### src/rtl/sort_pkg.sv
// Shared definitions for the sort-engine job scheduler: state encoding and
// the grant-index width helper.
package sort_pkg;

  localparam int SCHED_STATE_W = 2;

  typedef enum logic [SCHED_STATE_W-1:0] {
    SCHED_IDLE = 2'd0,
    SCHED_WR   = 2'd1,
    SCHED_RD   = 2'd2
  } sched_state_t;

  // A 2-client build still needs a 1-bit index.
  function automatic int id_width(input int n);
    return (n <= 2) ? 1 : $clog2(n);
  endfunction

endpackage

### src/rtl/sort_rr_pick.sv
// Combinational round-robin picker: first request at or after ptr,
// wrapping modulo NUM_REQ.
module sort_rr_pick
  import sort_pkg::*;
#(
  parameter int NUM_REQ = 4,
  parameter int ID_W    = id_width(NUM_REQ)
) (
  input  logic [NUM_REQ-1:0] req,
  input  logic [ID_W-1:0]    ptr,
  output logic [NUM_REQ-1:0] onehot,
  output logic [ID_W-1:0]    id,
  output logic               any
);

  always_comb begin
    logic [ID_W-1:0] idx;
    idx    = '0;
    onehot = '0;
    id     = '0;
    any    = 1'b0;
    for (int k = 0; k < NUM_REQ; k++) begin
      idx = ID_W'((int'(ptr) + k) % NUM_REQ);
      if (!any && req[idx]) begin
        any = 1'b1;
        id  = idx;
      end
    end
    if (any) onehot = NUM_REQ'(1) << id;
  end

endmodule

### src/rtl/sort_job_sched.sv
// Round-robin owner of a shared sort engine: grants one client per job,
// sequences the engine strobes and returns a per-client done pulse.
// Optional watchdog abort is built when SORT_SCHED_TIMEOUT_EN is defined.
module sort_job_sched
  import sort_pkg::*;
#(
  parameter int NUM_REQ     = 4,
  parameter int ID_W        = id_width(NUM_REQ),
  parameter int TIMEOUT_CYC = 1024
) (
  input  logic               clk,
  input  logic               rst,
  input  logic [NUM_REQ-1:0] req_i,
  input  logic [NUM_REQ-1:0] input_done_i,
  output logic [NUM_REQ-1:0] gnt_o,
  output logic [ID_W-1:0]    gnt_id_o,
  output logic               busy_o,
  output logic               eng_vld_o,
  output logic               eng_input_done_o,
  input  logic               eng_rd_start_i,
  input  logic               eng_rd_done_i,
`ifdef SORT_SCHED_TIMEOUT_EN
  output logic               eng_abort_o,
  output logic               timeout_o,
`endif
  output logic [NUM_REQ-1:0] done_o
);

  if (NUM_REQ < 2 || NUM_REQ > 16 || TIMEOUT_CYC < 2) begin : g_bad_param
    $error("sort_job_sched: unsupported NUM_REQ/TIMEOUT_CYC");
  end

  sched_state_t        state;
  logic [ID_W-1:0]     rr_ptr;
  logic [ID_W-1:0]     ptr_next;
  logic [NUM_REQ-1:0]  pick_onehot;
  logic [ID_W-1:0]     pick_id;
  logic                pick_any;

  sort_rr_pick #(.NUM_REQ(NUM_REQ), .ID_W(ID_W)) u_pick (
    .req    (req_i),
    .ptr    (rr_ptr),
    .onehot (pick_onehot),
    .id     (pick_id),
    .any    (pick_any)
  );

  assign eng_input_done_o = (state == SCHED_WR) && input_done_i[gnt_id_o];
  assign ptr_next = (gnt_id_o == ID_W'(NUM_REQ - 1)) ? '0 : gnt_id_o + 1'b1;

`ifdef SORT_SCHED_TIMEOUT_EN
  localparam int CNT_W = $clog2(TIMEOUT_CYC + 1);
  logic [CNT_W-1:0] wd_cnt;
  logic             wd_evt;
  logic             wd_expire;

  assign wd_evt = ((state == SCHED_WR) && (eng_input_done_o || eng_rd_start_i)) ||
                  ((state == SCHED_RD) && eng_rd_done_i);
  // Expire on the cycle the count would reach the limit, so the abort is
  // registered on the same edge that releases the grant.
  assign wd_expire = (state != SCHED_IDLE) && !wd_evt &&
                     (wd_cnt == CNT_W'(TIMEOUT_CYC - 1));
`endif

  always_ff @(posedge clk or posedge rst) begin
    if (rst) begin
      state     <= SCHED_IDLE;
      gnt_o     <= '0;
      gnt_id_o  <= '0;
      busy_o    <= 1'b0;
      eng_vld_o <= 1'b0;
      done_o    <= '0;
      rr_ptr    <= '0;
`ifdef SORT_SCHED_TIMEOUT_EN
      eng_abort_o <= 1'b0;
      timeout_o   <= 1'b0;
      wd_cnt      <= '0;
`endif
    end else begin
      eng_vld_o <= 1'b0;
      done_o    <= '0;
`ifdef SORT_SCHED_TIMEOUT_EN
      eng_abort_o <= 1'b0;
      if (state == SCHED_IDLE || wd_evt) wd_cnt <= '0;
      else                               wd_cnt <= wd_cnt + 1'b1;
`endif
      case (state)
        SCHED_IDLE: begin
          if (pick_any) begin
            state     <= SCHED_WR;
            gnt_o     <= pick_onehot;
            gnt_id_o  <= pick_id;
            busy_o    <= 1'b1;
            eng_vld_o <= 1'b1;
`ifdef SORT_SCHED_TIMEOUT_EN
            timeout_o <= 1'b0;
`endif
          end
        end
        SCHED_WR: begin
          if (eng_rd_start_i) begin
            state <= SCHED_RD;
          end
`ifdef SORT_SCHED_TIMEOUT_EN
          else if (wd_expire) begin
            state       <= SCHED_IDLE;
            gnt_o       <= '0;
            busy_o      <= 1'b0;
            rr_ptr      <= ptr_next;
            eng_abort_o <= 1'b1;
            timeout_o   <= 1'b1;
          end
`endif
        end
        SCHED_RD: begin
          if (eng_rd_done_i) begin
            state  <= SCHED_IDLE;
            done_o <= gnt_o;
            gnt_o  <= '0;
            busy_o <= 1'b0;
            rr_ptr <= ptr_next;
          end
`ifdef SORT_SCHED_TIMEOUT_EN
          else if (wd_expire) begin
            state       <= SCHED_IDLE;
            gnt_o       <= '0;
            busy_o      <= 1'b0;
            rr_ptr      <= ptr_next;
            eng_abort_o <= 1'b1;
            timeout_o   <= 1'b1;
          end
`endif
        end
        default: begin
          state  <= SCHED_IDLE;
          gnt_o  <= '0;
          busy_o <= 1'b0;
        end
      endcase
    end
  end

endmodule
### config.mk
export PLATFORM = sky130hd
export DESIGN_NAME = sort_job_sched
export DESIGN_NICKNAME = d
export VERILOG_FILES = /design/src/rtl/sort_pkg.sv /design/src/rtl/sort_rr_pick.sv /design/src/rtl/sort_job_sched.sv
export SDC_FILE = /design/constraint.sdc
export NUM_CORES = 1
export LEC_CHECK = 0
export CAP_MARGIN = 20
export CORE_ASPECT_RATIO = 0.7
export CORE_MARGIN = 2
export CORE_UTILIZATION = 40
export DETAILED_ROUTE_END_ITERATION = 6
export MAX_ROUTING_LAYER = met4
export PLACE_DENSITY = 0.76
export SLEW_MARGIN = 20
export SYNTH_ARGS = -nofsm -noshare
export SYNTH_HDL_FRONTEND = slang
export SYNTH_SLANG_ARGS = --single-unit
### constraint.sdc
create_clock -name clk -period 3.6 [get_ports clk]
set_clock_uncertainty 0.2 [all_clocks]
set_input_delay 0.72 -clock clk [delete_from_list [all_inputs] [get_ports clk]]
set_output_delay 0.72 -clock clk [all_outputs]
set_load 0.02 [all_outputs]
==> results.ini <==
[synthesis]
synth-simple-area-share=0.1879
synth_top_family_by_area=simple AND/OR/NAND/NOR gates
synth_nets=78
synth_xor_area_frac=0
synth.distinct_cells=25
seq_area_frac_synth=0.5369
ys_ff_latch=16
syn-instance-count=65
synth_area_um2=745.7
synth-compound-area-share=0.1577
synthMuxAreaShare=0.06040
synth_fa_ha_area_frac=0.01678
avgSynthCellArea_um2=11.47
yosysWarnings=0

[die]
initial_utilization=0.4130
fp.dieW_um=55.61
dieArea_um2=2231
io_pins=25
rows=13
die_y_um=40.13
coreArea_um2=1805

[cells_and_area]
layout.nets=106
final_cell_area_um2=1025
area_growth_pct=37.42
diodes=0
n_fill_cell=164
drive_gt1_frac=0.1099

[detailed_routing]
final_antenna_net_count=0
drcViolationCount=0
vias=592
finalWirelength_mm=1.522
dr.first_iter.drc_count=4
dr.pass1.iters=4
avgViaCountPerCell=5.239
wl_per_cell_um=13.47

[setup_path]
cp.required_ns=2.68
crit_type=in -> out
cp-start-kind=primary input
arrival_ns=2.27
r2r_slack_ns=1.92
crit_fanout=1
cp-end-kind=primary output

[grt]
grt_max_degree=17
antenna_found_initial=0
grt-ovfl-total=0
grt_first_pass_wirelength_mm=2.546
grt_pass1_vias=546
grt_usage=0.1651

[clock_network]
cts_buffer_depth=2
cts_setup_buffers=0
worstSkewPairLatency_ns=0.28
cts.clk_slew.worst_paths_ns=0.08
cts.sinks=16
numCtsBuffers=3
htreeDepth=1
cts-root-buf=clkbuf_4
cts_resized=0
hold_buffers=0
cts_tree=yes

[power]
leakage_nw=0.4594
ir_drop_mv=0.3420
power_density_nw_per_um2=734.9
p_total_uw=753.1

[place]
portBuffers=24
dp_hpwl_mm=1.184
place_area_um2=1002
pre_cts_ws_ns=0.4088
place_congestion=0.7235

[flow_run]
max_cap_viol_count=0

[sta]
fmax_mhz=313.2
drv_slew=0
fin_crit_ns=3.193
fin_ws_ns=0.4067
rsz0062_at_grt=false
finalHoldViolations=0
fin_tns_setup_ns=0
finalSetupViolCount=0
min_period_over_period=0.8870
worstMarginPinSlew_ns=0.5793
relSlewSlack=0.6097

[hold_path]
min_path_type=reg -> reg

[status]
status=complete, no violations

area by class of cell:
cell class,count,area (µm²),area share
inverter,5,18.77,0.01832
sequential,16,400.4,0.3907
multi-input combinational,43,315.3,0.3077
timing repair buffer,24,240.2,0.2344
clock buffer,3,22.52,0.02198
tap,22,27.53,0.02686
cell usage after synthesis:
master    count  area share
mux4_2        1       0.030
and3b_1       1       0.012
nor2_1        4       0.020
ha_1          1       0.017
nor2b_1       2       0.017
dfrtp_1      16        0.54
a32o_1        2       0.027
or3_4         1       0.015
nand2b_1      3       0.025
inv_1         5       0.025
a211oi_1      2       0.020
nand3_1       2       0.013
a311oi_1      1       0.012
o21ai_0       3       0.020
nor3_2        1       0.013
a21o_1        2       0.020
and2_1        4       0.034
nand3b_1      1       0.010
nand2_1       4       0.020
o31ai_2       2       0.034
mux2_2        2       0.030
buf_6         1       0.015
a21oi_1       2       0.013
a211o_1       1       0.012
nor4_1        1      0.0084
sequential cells by signal, indices dropped and copies added (netlist names):
name and cells:
eng_vld_o 1, rr_ptr 2, state 2, busy_o 1
done_o 4, gnt_id_o 2, gnt_o 4
critical path: stages:
cell	delay, ns
clkdlybuf4s50_1	0.40
mux4_2	0.46
and3b_1	0.17
clkdlybuf4s50_1	0.53
worst paths after layout:
check | from | to | cells past startpoint
worst max-delay path | input_done_i[3] | eng_input_done_o | 4
worst max register to register | state[0]$_DFFE_PP0P_ | gnt_o[3]$_DFFE_PP0P_ | 3
worst min-delay path | busy_o$_DFFE_PP0P_ | busy_o$_DFFE_PP0P_ | 2
min in group asynchronous | rst | eng_vld_o$_DFF_PP0_ | 2
max in group asynchronous | rst | busy_o$_DFFE_PP0P_ | 2
worst min register to register | busy_o$_DFFE_PP0P_ | busy_o$_DFFE_PP0P_ | 2
power breakdown:
group | switching, mW | total, mW | internal [mW]
Sequential | 0.0616 | 0.304 | 0.243
Clock | 0.0500 | 0.0888 | 0.0388
Combinational | 0.179 | 0.360 | 0.181
Total | 0.290 | 0.753 | 0.463
placed cells by master, fill, tap and decap left out, drive strengths merged:
| cell type | count |
|---|---|
| nor2b | 2 |
| clkbuf | 3 |
| clkdlybuf4s50 | 24 |
| o31ai | 2 |
| nand2 | 4 |
| nand3b | 1 |
| mux2 | 2 |
| nor4 | 1 |
| and2 | 4 |
| or3 | 1 |
| a32o | 2 |
| inv | 5 |
| nor3 | 1 |
| dfrtp | 16 |
| ha | 1 |
| a311oi | 1 |
| a211o | 1 |
| nor2 | 4 |
| o21ai | 3 |
| nand2b | 3 |
| a21o | 2 |
| a21oi | 2 |
| and3b | 1 |
| mux4 | 1 |
| a211oi | 2 |
| nand3 | 2 |
cells by family after synthesis:
group	Yosys count
buffers and inverters	6
and+or+nand+nor	24
muxes	3
DFF	16
adders and majority gates	1
AOI/OAI and AO/OA	15
per-stage QoR:
stage,cells,hold WS (ns),util
after CTS,113,0.3053,0.5676
after detailed placement,110,0.2878,0.5551
after global routing,113,0.3500,0.5676
after global placement,110,0.2652,0.5551
final,113,0.2990,0.5676
after floorplan,65,0.2669,-
per-layer routing:
metal  up-vias  track usage  part of all wire
met4         0      0.07317             0.018
met1       283       0.1984              0.46
li1        287            -                 -
met5         -            -                 0
met2        17       0.2589              0.46
met3         5      0.05806             0.060
(Power assumes the default switching activity.)
